**config.mk**
```make
export PLATFORM = sky130hd
export DESIGN_NAME = serial_lut_loader
export DESIGN_NICKNAME = d
export VERILOG_FILES = /design/src/rtl/serial_lut_pkg.sv /design/src/rtl/lut_word_serializer.sv /design/src/rtl/serial_lut_loader.sv
export SDC_FILE = /design/constraint.sdc
export NUM_CORES = 1
export LEC_CHECK = 0
export BUFFER_PORTS_ARGS = -buffer_cell sky130_fd_sc_hd__buf_2
export CORE_MARGIN = 4
export CORE_UTILIZATION = 50
export DETAILED_ROUTE_END_ITERATION = 7
export PLACE_DENSITY = 0.73
export RECOVER_POWER = 25
export SYNTH_ARGS = -nofsm -noshare
export SYNTH_HDL_FRONTEND = slang
export SYNTH_SLANG_ARGS = --single-unit
export TNS_END_PERCENT = 10
```
**constraint.sdc**
```tcl
create_clock -name clk -period 2 [get_ports clk]
set_input_delay 0.4 -clock clk [delete_from_list [all_inputs] [get_ports clk]]
set_output_delay 0.4 -clock clk [all_outputs]
set_load 0.02 [all_outputs]
```
**src/rtl/serial_lut_pkg.sv**
```systemverilog
// Shared types and helpers for the serial LUT loader: FSM state encoding,
// table-size helper and the CRC-8 polynomial.
package serial_lut_pkg;

  typedef enum logic [1:0] {
    IDLE,
    WAIT_WORD,
    SHIFT,
    DONE
  } sll_state_t;

  localparam logic [7:0] CRC8_POLY = 8'h07;

  function automatic int tbl_bits(input int in_w, input int out_w);
    return (1 << in_w) * out_w;
  endfunction

endpackage

```
**src/rtl/lut_word_serializer.sv**
```systemverilog
// Parallel-in/serial-out register: loads one table word and presents it MSB-first,
// one bit per shift.
module lut_word_serializer #(
  parameter int WORD_W = 8
) (
  input  logic              clk,
  input  logic              rst_n,
  input  logic              load,
  input  logic              shift,
  input  logic [WORD_W-1:0] word_in,
  output logic              msb
);

  logic [WORD_W-1:0] sr;

  always_ff @(posedge clk or negedge rst_n) begin
    if (!rst_n) begin
      sr <= '0;
    end else if (load) begin
      sr <= word_in;
    end else if (shift) begin
      sr <= sr << 1;
    end
  end

  assign msb = sr[WORD_W-1];

endmodule

```
**src/rtl/serial_lut_loader.sv**
```systemverilog
// Streams a complete LUT table, word by word, into a serial-load LUT (d + active-low cs).
// Define SLL_CRC_EN to add a CRC-8 (poly 0x07) over the shifted bitstream on port crc.
module serial_lut_loader
  import serial_lut_pkg::*;
#(
  parameter int IN_WIDTH  = 4,
  parameter int OUT_WIDTH = 4,
  parameter int WORD_W    = 8
) (
  input  logic              clk,
  input  logic              rst_n,
  input  logic              start,
  input  logic              abort,
  input  logic [WORD_W-1:0] word_in,
  input  logic              word_valid,
  output logic              word_ready,
  output logic              lut_d,
  output logic              lut_cs_n,
  output logic              busy,
  output logic              done
`ifdef SLL_CRC_EN
  ,
  output logic [7:0]        crc
`endif
);

  localparam int TBL_BITS = tbl_bits(IN_WIDTH, OUT_WIDTH);
  localparam int NWORDS   = TBL_BITS / WORD_W;
  localparam int BIT_W    = (WORD_W > 1) ? $clog2(WORD_W) : 1;
  localparam int WCNT_W   = (NWORDS > 1) ? $clog2(NWORDS) : 1;
  localparam logic [BIT_W-1:0]  LAST_BIT  = BIT_W'(WORD_W - 1);
  localparam logic [WCNT_W-1:0] LAST_WORD = WCNT_W'(NWORDS - 1);

  sll_state_t        state, next_state;
  logic [BIT_W-1:0]  bit_cnt;
  logic [WCNT_W-1:0] word_cnt;
  logic              start_accept;
  logic              accept;
  logic              last_bit;

  assign start_accept = (state == IDLE) && start && !abort;
  assign accept       = word_valid && word_ready;
  assign last_bit     = (bit_cnt == LAST_BIT);
  assign word_ready   = (state == WAIT_WORD);
  assign busy         = (state != IDLE);
  assign done         = (state == DONE);

  always_ff @(posedge clk or negedge rst_n) begin
    if (!rst_n) begin
      state <= IDLE;
    end else begin
      state <= next_state;
    end
  end

  // abort beats everything, including a word handshake in the same cycle
  always_comb begin
    next_state = state;
    case (state)
      IDLE:      if (start_accept) next_state = WAIT_WORD;
      WAIT_WORD: begin
        if (abort)           next_state = IDLE;
        else if (word_valid) next_state = SHIFT;
      end
      SHIFT: begin
        if (abort)         next_state = IDLE;
        else if (last_bit) next_state = (word_cnt == LAST_WORD) ? DONE : WAIT_WORD;
      end
      DONE:      next_state = IDLE;
      default:   next_state = IDLE;
    endcase
  end

  always_ff @(posedge clk or negedge rst_n) begin
    if (!rst_n) begin
      bit_cnt  <= '0;
      word_cnt <= '0;
    end else if (start_accept) begin
      bit_cnt  <= '0;
      word_cnt <= '0;
    end else if (accept) begin
      bit_cnt <= '0;
    end else if (state == SHIFT) begin
      if (!last_bit) begin
        bit_cnt <= bit_cnt + 1'b1;
      end else if (word_cnt != LAST_WORD) begin
        word_cnt <= word_cnt + 1'b1;
      end
    end
  end

  // cs_n is registered from the next state so it lines up with the serializer's msb
  always_ff @(posedge clk or negedge rst_n) begin
    if (!rst_n) begin
      lut_cs_n <= 1'b1;
    end else begin
      lut_cs_n <= (next_state != SHIFT);
    end
  end

  lut_word_serializer #(
    .WORD_W (WORD_W)
  ) u_serializer (
    .clk     (clk),
    .rst_n   (rst_n),
    .load    (accept),
    .shift   (state == SHIFT),
    .word_in (word_in),
    .msb     (lut_d)
  );

`ifdef SLL_CRC_EN
  always_ff @(posedge clk or negedge rst_n) begin
    if (!rst_n) begin
      crc <= 8'h00;
    end else if (start_accept) begin
      crc <= 8'h00;
    end else if (!lut_cs_n) begin
      crc <= {crc[6:0], 1'b0} ^ ((crc[7] ^ lut_d) ? CRC8_POLY : 8'h00);
    end
  end
`endif

endmodule

```
# Word-level counts from Yosys, hierarchy flattened
# Cells that the tools add are included.
dict set report word_totals {
  inputBits 13
  output_inout_bits 5
  regBits 17
}
dict set report op_classes {
  n_reduce_logical 13
  addsub 2
  eq_ne 9
  n_mux 18
}
# cell n
set op_table {}
lappend op_table {{3-bit 2-to-1 mux} 9}
lappend op_table {{8-bit 2-to-1 mux} 2}
lappend op_table {{2-bit 2-to-1 mux} 6}
lappend op_table {{2-bit nonzero test} 5}
lappend op_table {{2-bit case mux with 4 select lines} 1}
lappend op_table {{3-bit by 1-bit adder with 3-bit output (second input constant)} 2}
lappend op_table {{3-bit equality test (second input constant)} 2}
lappend op_table {{3-bit != test (second input constant)} 2}
lappend op_table {{2-bit equality test (second input constant)} 2}
lappend op_table {{2-bit != test (second input constant)} 2}
lappend op_table {{4-bit AND reduction} 1}
lappend op_table {{1-bit logical AND} 3}
lappend op_table {{3-bit nonzero test} 1}
lappend op_table {{2-bit by 1-bit equality test with 1-bit output (second input constant)} 1}
lappend op_table {{2-bit logical NOT} 1}
lappend op_table {{2-bit AND reduction} 1}
lappend op_table {{1-bit logical NOT} 1}

# Logic depth before layout (Yosys ltp)
dict set report depth {
  word_depth 6
  mapped_depth 5
  mapped_depth_nobuf 5
}

# Hierarchy
# A second synthesis with hierarchy kept.
dict set report hier_totals {
  cells_unflattened 78
  hier_area_um2 853.3
}
# module seq_area_each_um2 n_inst area_each_um2 cells_each
set modules_own_cells {}
lappend modules_own_cells {serial_lut_loader 226.5 1 484.2 44}
lappend modules_own_cells {lut_word_serializer 200.2 1 369.1 34}

# Least setup slack after synthesis
# OpenSTA, ideal clock, no wires.
dict set report synth_path {
  path_type {register to output}
  startpoint {register state[1]}
  endpoint {output done}
  path_slack_ns 0.517
  path_stages_with_launch 4
  n_path_buf 2
  arrival_time_ns 1.083
  cell_sequence {dfrtp_1 buf_2 clkbuf_1 and2_1}
}
dict set report synth_via {
  elab_chain_cells 1
}
# item line_no
set synth_rtl {}
lappend synth_rtl {{from (decl)} serial_lut_loader.sv:34} ;# sll_state_t state, next_state;
lappend synth_rtl {{from (signal assigned)} serial_lut_loader.sv:52} ;# state <= next_state;
lappend synth_rtl {{2-bit equality test} serial_lut_loader.sv:46} ;# assign done = (state == DONE);
lappend synth_rtl {{to (decl)} serial_lut_loader.sv:20} ;# output logic done
# No other way between the ends.

# Final worst setup path
dict set report layout_path {
  startpoint {register state[0]}
  endpoint {output word_ready}
}
dict set report layout_via {
  elab_chain_cells 1
}
# item line_no
set layout_rtl {}
lappend layout_rtl {{2-bit by 1-bit equality test with 1-bit output} serial_lut_loader.sv:44} ;# assign word_ready = (state == WAIT_WORD);
lappend layout_rtl {{to (decl)} serial_lut_loader.sv:16} ;# output logic word_ready,
# No other way between the ends.

==> qor.yml <==
outcome:
  run_status: "finished clean"
setup_path:
  r2r_start: "bit_cnt[0]"
  crit_type: "reg -> out"
  cp_data_required_time_ps: 1600
  r2r_setup_slack_ps: 420
  critPathArrivalTime_ps: 1390
  end_kind: "output port"
  cp-startpoint: "state[0]"
  crit_fanout: 12
  critPathLaunchType: "flop"
yosys:
  synth_fp_nets: 105
  yosys-top-cells-area: "dfrtp_1 (42%), mux2i_1 (12%), mux2_2 (7.2%)"
  synth_area_per_cell_um2: 10.7
  yosysTopAreaCell: "dfrtp_1"
  netlist_instances: 88
  synth-edff-count: 0
  synth_ff_type: "dfrtp_1"
  synth-warning-count: 0
  synth_top_area_share_pct: 42.4
  ys_ff_latch: 17
  synth_cell_type_count: 28
  seq_area_frac_synth_pct: 45.2
  yosysMostFrequentCell: "dfrtp_1"
  netlist_top_cells_count: "dfrtp_1 (16), mux2i_1 (11), nand2_1 (9)"
  synthArstFlopShare_pct: 100
  synth_area_um2: 943
clock_network:
  ctsHoldBuffers: 0
  cts-root-buf: "clkbuf_4"
  postCtsSetupRepairBufs: 0
  insertion_delay_ps: 290
  clkTransAtPathRegs_ps: 100
  cts_tree: "done"
  numCtsBuffers: 3
  clock_path_buffers: 2
  cts.sinks: 17
  h-tree-depth: 1
  post_cts_resized: 0
placed_design:
  dp_hpwl_um: 1350
  dp.cells: 128
  io_buffers: 17
  place.gp.congestion: 0.735
floorplan:
  die_w_um: 51.4
  die_area_mm2: 0.00265
  start_util_pct: 53.5
  die_h_um: 51.4
  ioPinCount: 18
  rows: 15
  design.core.area_mm2: 0.00176
sta:
  fin_worst_skew_ps: 0.769
  setup_violations: 0
  finalCritPeriodShare_pct: 89.4
  finalMaxSlewViolations: 0
  min_period_ps: 1790
  whs_ps: 203
  maxSlewHeadroom_pct: 39.8
  rsz0062_at_grt: "false"
  finalHoldViolCount: 0
  finalSetupTns_ps: 0
  max_freq_mhz: 559
  tightest_slew_ps: 903
drt:
  dr.pass1.iters: 3
  wl_um: 1770
  drt-initial-drc-count: 8
  avgRoutedWirePerCell_um: 13.4
  vias: 701
  antenna_left: 0
  drc: 0
  viasPerCell: 5.31
grt:
  track_usage_pct: 15.5
  antenna_found_initial: 0
  grt_pass1_wl_um: 3040
  overflow: 0
  grt_max_degree: 18
  grt_pass1_vias: 709
job:
  drv_cap: 0
final_layout:
  fillers: 179
  area_delta_synth_final_pct: 14.3
  n_antenna_cell: 0
  layout-drive-gt1-share_pct: 30.8
  instances_no_fill: 132
  nNetsFinal: 125
power:
  ir_drop_uv: 409
  power_density_mw_per_mm2: 819
  p_leak_nw: 0.541
hold_path:
  min_path_type: "in -> async"
==> cell families after synthesis <==
logic type	Yosys count	share of synthesized area [%]
AND/OR/NAND/NOR	29	16.7
multiplexers	17	18.8
flip-flops	17	45.2
AO/OA/AOI/OAI	13	8.49
buffers and inverters	6	3.58
adder cells (fa/ha/maj)	4	5.31
XOR/XNOR	2	1.86
==> per-stage QoR <==
| step | area (um^2) | worst slack (ps) | power, mW | utilization [%] |
|---|---|---|---|---|
| finish | 1080 | 212 | 0.883 | 61.1 |
| global route | 1080 | 96.3 | 0.944 | 61.1 |
| CTS | 1080 | 184 | 0.896 | 61.2 |
| detailed placement | 1050 | 427 | 0.707 | 59.6 |
| global placement | 1050 | 492 | 0.688 | 59.6 |
| floorplan | 943 | 517 | 0.636 | - |
==> worst max-delay path, cell delays in order, from the launching register on <==
cell and delay (ps):
dfrtp_1 580, buf_4 230, nor2b_1 120, buf_2 160
==> flip-flops by register name, summed over array words and instances (netlist names) <==
name,cells
bit_cnt,3
state,2
u_serializer.sr,8
lut_cs_n,1
word_cnt,3
==> layout by cell type (no fill, tap or decap) <==
cell	Yosys	routed
a211oi_1	1	1
a21oi_1	2	2
a2bb2oi_1	1	1
a32o_1	1	1
a32oi_1	1	1
and2_1	1	1
and3_1	1	1
and4bb_2	1	1
buf_2	3	16
buf_4	0	3
clkbuf_1	1	1
clkbuf_4	0	3
clkinv_2	0	1
dfrtp_1	16	16
dfstp_2	1	1
ha_1	4	4
inv_1	1	1
mux2_2	6	6
mux2i_1	11	11
nand2_1	9	9
nand2b_1	1	1
nor2_1	8	8
nor2b_1	2	2
nor3b_1	1	1
nor3b_2	1	1
o21ai_0	7	7
or2_0	1	1
or2_2	1	1
or3b_1	2	2
xnor2_1	2	2
==> path summary, 6_finish.rpt <==
kind | depth (start not counted) | end
max in group asynchronous | 1 | word_cnt[1]
worst min-delay path | 1 | u_serializer.sr[7]
min in group clk | 2 | state[0]
worst min register to register | 2 | word_cnt[2]
worst max-delay path | 3 | word_ready
worst max register to register | 5 | bit_cnt[1]
==> where the power goes <==
part | leakage [nW] | switching [mW] | internal, mW
sequential | 0.217 | 0.0561 | 0.412
combinational | 0.306 | 0.107 | 0.122
clock | 0.0177 | 0.112 | 0.0743
==> routing by layer <==
| metal | GRT usage, % | up-vias | wire length, um | share of wire [%] |
|---|---|---|---|---|
| met5 | 0 | - | 0 | 0 |
| met2 | 26.5 | 10 | 899 | 51 |
| met1 | 19.0 | 340 | 790 | 45 |
| li1 | - | 349 | - | - |
| met4 | 6.55 | 0 | 10 | 0.57 |
| met3 | 2.92 | 2 | 67 | 3.8 |
==> layout make-up <==
class | instances | area [um^2] | area share (%)
multi-input cells | 65 | 483 | 44.8
flip-flops and latches | 17 | 427 | 39.6
repair buffers | 20 | 106 | 9.86
well taps | 25 | 31.3 | 2.90
clock buffers | 3 | 22.5 | 2.09
clock inverters | 1 | 5.00 | 0.464
inverters | 1 | 3.75 | 0.348
Note: power is estimated with default switching activity, not from simulation.
